===== config.mk =====
export PLATFORM = sky130hd
export DESIGN_NAME = pipe_control_unit
export DESIGN_NICKNAME = d
export VERILOG_FILES = /design/src/rtl/ctrl_pkg.sv /design/src/rtl/control_decode.sv /design/src/rtl/pipe_control_unit.sv
export SDC_FILE = /design/constraint.sdc
export NUM_CORES = 1
export LEC_CHECK = 0
export ABC_CLOCK_PERIOD_IN_PS = 3390
export CORE_MARGIN = 2
export CORE_UTILIZATION = 48
export CTS_BUF_LIST = sky130_fd_sc_hd__clkbuf_8
export DETAILED_ROUTE_END_ITERATION = 10
export PLACE_DENSITY = 0.83
export REMOVE_ABC_BUFFERS = 1
export SLEW_MARGIN = 20
export SYNTH_ARGS = -nofsm -noshare
export SYNTH_HDL_FRONTEND = slang
export SYNTH_SLANG_ARGS = --single-unit

===== constraint.sdc =====
create_clock -name clk -period 3.39 [get_ports clk]
set_clock_uncertainty 0.05 [all_clocks]
set_input_delay 0.8475 -clock clk [delete_from_list [all_inputs] [get_ports clk]]
set_output_delay 0.8475 -clock clk [all_outputs]
set_load 0.01 [all_outputs]

===== src/rtl/ctrl_pkg.sv =====
// Shared opcode constants and control-bundle layout for the pipeline control unit.
// Optional build macro CTRL_JUMP_EN enables decode of the J opcode.
package ctrl_pkg;

  localparam int OPC_W = 6;
  localparam int EX_W  = 4;
  localparam int M_W   = 4;
  localparam int WB_W  = 2;

  localparam logic [OPC_W-1:0] OP_RTYPE = 6'b000000;
  localparam logic [OPC_W-1:0] OP_J     = 6'b000010;
  localparam logic [OPC_W-1:0] OP_BEQ   = 6'b000100;
  localparam logic [OPC_W-1:0] OP_BNE   = 6'b000101;
  localparam logic [OPC_W-1:0] OP_ADDI  = 6'b001000;
  localparam logic [OPC_W-1:0] OP_SLTI  = 6'b001010;
  localparam logic [OPC_W-1:0] OP_ANDI  = 6'b001100;
  localparam logic [OPC_W-1:0] OP_ORI   = 6'b001101;
  localparam logic [OPC_W-1:0] OP_XORI  = 6'b001110;
  localparam logic [OPC_W-1:0] OP_LW    = 6'b100011;
  localparam logic [OPC_W-1:0] OP_SW    = 6'b101011;

  typedef struct packed {
    logic [EX_W-1:0] ex;
    logic [M_W-1:0]  m;   // m[3] = memory read (load), m[0] = BOP
    logic [WB_W-1:0] wb;
  } ctrl_bundle_t;

  localparam ctrl_bundle_t BUBBLE = '0;

  function automatic ctrl_bundle_t mk_bundle(input logic [EX_W-1:0] ex,
                                             input logic [M_W-1:0]  m,
                                             input logic [WB_W-1:0] wb);
    ctrl_bundle_t b;
    b.ex = ex;
    b.m  = m;
    b.wb = wb;
    return b;
  endfunction

endpackage


===== src/rtl/control_decode.sv =====
// Combinational opcode decoder producing the {EX,M,WB} control bundle.
// With CTRL_JUMP_EN defined, J (000010) is flagged through is_jump_o.
module control_decode
  import ctrl_pkg::*;
#(
  parameter int OPCODE_W = 6
) (
  input  logic [OPCODE_W-1:0] opcode_i,
  output ctrl_bundle_t        bundle_o,
  output logic                is_jump_o
);

  always_comb begin
    // NOTE: every output gets a default before the case so no path can infer a latch.
    bundle_o  = BUBBLE;
    is_jump_o = 1'b0;
    case (opcode_i)
      OPCODE_W'(OP_LW):    bundle_o = mk_bundle(4'b0100, 4'b1000, 2'b10);
      OPCODE_W'(OP_SW):    bundle_o = mk_bundle(4'b0100, 4'b0100, 2'b00);
      OPCODE_W'(OP_BEQ):   bundle_o = mk_bundle(4'b0001, 4'b0011, 2'b00);
      OPCODE_W'(OP_BNE):   bundle_o = mk_bundle(4'b0001, 4'b0010, 2'b00);
      OPCODE_W'(OP_RTYPE): bundle_o = mk_bundle(4'b1010, 4'b0000, 2'b11);
      OPCODE_W'(OP_ADDI),
      OPCODE_W'(OP_ANDI),
      OPCODE_W'(OP_SLTI),
      OPCODE_W'(OP_ORI),
      OPCODE_W'(OP_XORI):  bundle_o = mk_bundle(4'b1110, 4'b0000, 2'b11);
`ifdef CTRL_JUMP_EN
      OPCODE_W'(OP_J):     is_jump_o = 1'b1;
`endif
      default:             bundle_o = BUBBLE;
    endcase
  end

endmodule


===== src/rtl/pipe_control_unit.sv =====
// Pipeline control: decode, ID/EX, EX/MEM, MEM/WB control registers, load-use stall
// and branch flush. Optional build macro CTRL_JUMP_EN adds unconditional-jump decode.
module pipe_control_unit
  import ctrl_pkg::*;
#(
  parameter int REG_ADDR_W = 5,
  parameter int OPCODE_W   = 6
) (
  input  logic                  clk,
  input  logic                  reset,
  input  logic                  id_valid,
  input  logic [OPCODE_W-1:0]   opcode,
  input  logic [REG_ADDR_W-1:0] id_rs,
  input  logic [REG_ADDR_W-1:0] id_rt,
  input  logic                  branch_taken,
  output logic                  pc_write,
  output logic                  ifid_write,
  output logic                  flush_ifid,
  output logic                  jump,
  output logic [EX_W-1:0]       EX_control,
  output logic [M_W-1:0]        M_control,
  output logic [WB_W-1:0]       WB_control
);

  ctrl_bundle_t dec_bundle;
  logic         dec_jump;

  ctrl_bundle_t          idex_q, idex_d;
  logic [REG_ADDR_W-1:0] idex_rt_q, idex_rt_d;
  logic [M_W-1:0]        exmem_m_q, exmem_m_d;
  logic [WB_W-1:0]       exmem_wb_q, exmem_wb_d;
  logic [WB_W-1:0]       memwb_wb_q, memwb_wb_d;

  logic load_use;
  logic stall;
  logic advance_id;

  control_decode #(.OPCODE_W(OPCODE_W)) u_decode (
    .opcode_i  (opcode),
    .bundle_o  (dec_bundle),
    .is_jump_o (dec_jump)
  );

  always_comb begin
    load_use = idex_q.m[3] && id_valid && (idex_rt_q != '0) &&
               ((idex_rt_q == id_rs) || (idex_rt_q == id_rt));
    // A taken branch squashes the consumer anyway, so it wins over the stall.
    stall      = load_use && !branch_taken;
    advance_id = id_valid && !stall && !branch_taken;

    pc_write   = reset || !stall;
    ifid_write = reset || !stall;
    jump       = dec_jump && id_valid && !reset;
    flush_ifid = !reset && (branch_taken || jump);

    idex_d     = advance_id ? dec_bundle : BUBBLE;
    idex_rt_d  = advance_id ? id_rt : '0;
    exmem_m_d  = branch_taken ? '0 : idex_q.m;
    exmem_wb_d = branch_taken ? '0 : idex_q.wb;
    memwb_wb_d = exmem_wb_q;
  end

  // NOTE: sequential state uses non-blocking assignments so every register samples pre-edge values.
  always_ff @(posedge clk) begin
    if (reset) begin
      idex_q     <= BUBBLE;
      idex_rt_q  <= '0;
      exmem_m_q  <= '0;
      exmem_wb_q <= '0;
      memwb_wb_q <= '0;
    end else begin
      idex_q     <= idex_d;
      idex_rt_q  <= idex_rt_d;
      exmem_m_q  <= exmem_m_d;
      exmem_wb_q <= exmem_wb_d;
      memwb_wb_q <= memwb_wb_d;
    end
  end

  assign EX_control = idex_q.ex;
  assign M_control  = exmem_m_q;
  assign WB_control = memwb_wb_q;

endmodule


Word-level counts from Yosys, hierarchy flattened. Index checks and enable logic that the tools add are counted.

Input port bits: 20. Output and inout bits: 14. Bits in registers: 23. Word-level logic and storage cells: 37.

Muxes and demuxes: 1. Equality and inequality tests: 11. Bitwise operators: 1. Reduce and logical (&&, ||, !) cells: 17.

Operators with widths (count): one-hot mux 10 bit (6 select lines) (1); equality test 6 x 4 -> 1 bit (second input constant) (5); equality test 6 x 3 -> 1 bit (second input constant) (2); equality test 6 bit (second input constant) (2); equality test 5 bit (2); logical AND 1 bit (7); zero test 6 bit (1); nonzero test 5 bit (1); OR reduction 5 bit (1); OR reduction 2 bit (2); zero test 1 bit (3); logical OR 1 bit (2); NOT 1 bit (1).

Logic depth before layout (Yosys ltp). Gate-level depths: netlist of the first run.

Depth after elaboration: 9. Depth in mapped cells: 6. Depth with buffers taken out: 4.

By module. Synthesis of the first run repeated with hierarchy kept, for this count alone.

Cells, all modules: 119. Area, all modules: 1096.1 µm².

By module, submodules not included: pipe_control_unit (cells an instance 95, sequential area each 460.4 µm², instances 1, area an instance 939.7 µm²); control_decode (cells an instance 24, sequential area each 0.0 µm², instances 1, area an instance 156.4 µm²).

Worst setup path after synthesis of the first run. No wires, ideal clock.

Path kind: input-to-output. Start point: input port id_rs[4]. End point: output port pc_write. Path slack: 0.578 ns. Cell stages on the path: 6. Arrival: 1.915 ns. Data required time: 2.493 ns. Buffers on the path: 2. Cell sequence: xnor2_1 > nand3_1 > o22ai_1 > buf_2 > nand3_1 > buf_4.

Cells in the longest elaborated chain, start to end: 6.

Ends and longest elaborated chain: from (decl) (RTL line pipe_control_unit.sv:13) `input logic [REG_ADDR_W-1:0] id_rs,`; equality test 5 bit (RTL line pipe_control_unit.sv:46) `((idex_rt_q == id_rs) || (idex_rt_q == id_rt));`; logical OR 1 bit (RTL line pipe_control_unit.sv:46); logical AND 1 bit (RTL line pipe_control_unit.sv:45) `load_use = idex_q.m[3] && id_valid && (idex_rt_q != '0) &&`; logical AND 1 bit (RTL line pipe_control_unit.sv:48) `stall = load_use && !branch_taken;`; zero test 1 bit; logical OR 1 bit; to (decl) (RTL line pipe_control_unit.sv:16) `output logic pc_write,`.

No other way between the ends.

Final worst setup path of the first run.
Start point: input port id_rs[0]. End point: output port pc_write.

Cells in the longest elaborated chain, start to end: 6.

Ends and longest elaborated chain: equality test 5 bit (RTL line pipe_control_unit.sv:46); logical OR 1 bit (RTL line pipe_control_unit.sv:46); logical AND 1 bit (RTL line pipe_control_unit.sv:45); logical AND 1 bit (RTL line pipe_control_unit.sv:48); zero test 1 bit (RTL line pipe_control_unit.sv:51) `pc_write = reset || !stall;`; logical OR 1 bit (RTL line pipe_control_unit.sv:51).

No other way between the ends.

==> impl_metrics.ini, run 1 <==
[global_routing]
first_global_vias = 747
grt_pass1_wl_um = 3049
grt_use_total_pct = 20.02
grt_max_degree = 16
gr-total-overflow = 0
grt_antenna_before_repair = 0

[power]
ir_worst_vdd_v = 0.0002915
power_per_cell_area_nw_per_um2 = 420.2
p_leak_nw = 0.4572
total_power_uw = 534.7

[worst_setup_path]
worstPathMaxFanout = 2
ff2ff_path_depth = 4
crit_type = primary input to output port
setup.worst_path.start = id_rs[0]
r2r_start = idex_rt_q[0]
cp.arrival_ps = 2380
r2r_end = idex_q[2]
startpoint_type = primary input
cp_data_required_time_ps = 2490
critical_path.endpoint = pc_write
endpoint_kind = output port
reg2reg_setup_slack_ps = 1650

[hold_path]
min_path_type = flip-flop to flip-flop

[finish]
mostFrequentLayoutCells = 32 x clkdlybuf4s50_1, 20 x dfxtp_1, 10 x xnor2_1
nNetsFinal = 143
final_cell_area_um2 = 1272
fin_cells = 147
antennaDiodeCount = 0
drive_gt1_share_pct = 10.66
layout_commonest_cell = clkdlybuf4s50_1
areaGrowthSynthToFinish_pct = 43.85

[logic_synthesis]
synth_edf_count = 0
ys_seq_area_share_pct = 45.26
synth_top_cells_by_area = dfxtp_1 45%, xnor2_1 9.9%, a21oi_1 5.1%
ys_ff_latch = 20
postSynthAreaPerCell_um2 = 9.615
netlist_instances = 92
synth_warnings = 0
async_flop_share_pct = 0
netlist_area_um2 = 884.6
synth_top_area_share_pct = 45.26
synth_cell_types = 28
synth_top_cell_by_area = dfxtp_1
ys.flop_type = dfxtp_1

[detailed_routing]
totalWireLength_um = 1992
drt_pass1_iterations = 4
detail_route.wl_per_cell_um = 13.55
num_vias = 779
ant_nets = 0
detail_route.vias_per_cell = 5.299
post-route-drc-count = 0
drt_iter0_markers = 12

[clocking]
root_buffer = clkbuf_8
clockBufferDepth = 2
tritoncts = yes
cts.sinks = 20
cts_buffers = 3
cts_resized = 0
hold_buffers = 0
htreeDepth = 1
cts_setup_buffers = 0
clkTransAtPathRegs_ps = 70
clkLatencyLatePin_ps = 260

[floorplanning]
dieArea_um2 = 2202
fp.dieW_um = 46.93
io_pins = 34
initial_core_util_pct = 51.23
die_y_um = 46.93
core_area_um2 = 1727
row_count = 15

[sta]
fmax_mhz = 304.9
timing.final.crit_share_pct = 96.75
maxSlewViolCount = 0
finalSetupViolCount = 0
fin_tns_setup_ps = 0
hold_viol = 0
rsz0062_at_grt = false
layout_min_cycle_time_ps = 3280

[place]
placed_area_um2 = 1195
place_congestion = 0.7471
io_buffers = 32
hpwl_um = 1437
dpl.cell_count = 143

[run]
drv_cap = 0

[run_status]
status = finished, final reports clean
## kinds of logic after synthesis
| group | count (synthesis) | share of synthesized area, % |
|---|---|---|
| xor gates and xnor gates | 10 | 9.901 |
| other | 1 | 0.4239 |
| DFF | 20 | 45.26 |
| AOI/OAI and AO/OA | 19 | 16.69 |
| buffers and inverters | 11 | 8.485 |
| and+or+nand+nor | 31 | 19.24 |
## synth_stat cells (all sizes together), types with 2 or more instances
cell type,count
o22ai,2
dfxtp,20
a21oi,9
nor2b,3
and2,6
xnor2,10
nand3,9
nand2,3
a211oi,3
clkbuf,3
nand4,2
buf,7
nor2,3
## area by class of cell
cell class	count	area, um^2
Fill cell	139	454.2
Clock inverter	1	30.03
Sequential cell	20	400.4
Multi-Input combinational cell	61	415.4
Inverter	1	3.754
Tap cell	25	31.28
Timing Repair Buffer	36	350.3
Clock buffer	3	41.29
## routing by layer
metal | vias up | share of wire (%) | global-route usage (%) | wire [um]
li1 | 373 | - | - | -
met1 | 370 | 41 | 22.43 | 809
met2 | 31 | 52 | 35.34 | 1035
met3 | 5 | 5.0 | 3.462 | 99
met4 | 0 | 2.4 | 11.67 | 47
met5 | - | 0 | 0 | 0
## report_power, final
group	switching, mW	internal, mW	total [mW]
combinational	0.0262	0.0362	0.0625
clock	0.0757	0.158	0.233
sequential	0.00199	0.237	0.239
total	0.104	0.431	0.535
## sequential cells by signal (all words and copies together) (netlist names)
name	flops
WB_control	2
M_control	4
idex_rt_q	5
EX_control	3
exmem_wb_q	2
idex_q	4
## worst max-delay path: stages
cell	delay, ps
clkdlybuf4s50_1	470
xnor2_1	120
nand3_1	110
o22ai_2	210
nand3_1	130
clkdlybuf4s50_1	500
## worst min path at each step
stage | start | endpoint | slack (ps) | cells after the start
after global placement | idex_q[1] | exmem_wb_q[1] | 360 | 1
after detailed placement | idex_q[2] | M_control[0] | 380 | 1
after CTS | idex_q[4] | M_control[2] | 400 | 1
after floorplan | idex_q[2] | M_control[0] | 360 | 1
final | idex_q[1] | exmem_wb_q[1] | 400 | 1
after global routing | exmem_wb_q[1] | WB_control[1] | 430 | 1
## stage by stage
stage	setup slack (ps)	utilization [%]	hold WS (ps)
6_report	110.0	73.70	400.4
5_1_grt	29.87	73.70	429.4
4_1_cts	54.42	73.33	401.2
3_5_place_dp	45.70	69.20	376.9
3_3_place_gp	85.95	69.20	361.6
2_1_floorplan	478.8	-	355.7
Note: power is estimated with default switching activity, not from simulation.
==> run 2, diff against run 1 <==
--- a/config.mk
+++ b/config.mk
@@ -9,6 +9,7 @@
 export CORE_MARGIN = 2
 export CORE_UTILIZATION = 48
 export CTS_BUF_LIST = sky130_fd_sc_hd__clkbuf_8
+export CTS_CLUSTER_DIAMETER = 60
 export DETAILED_ROUTE_END_ITERATION = 10
 export PLACE_DENSITY = 0.83
 export REMOVE_ABC_BUFFERS = 1
==> results of run 2 <==
Final layout, timing and power as in run 1 (identical DEF).
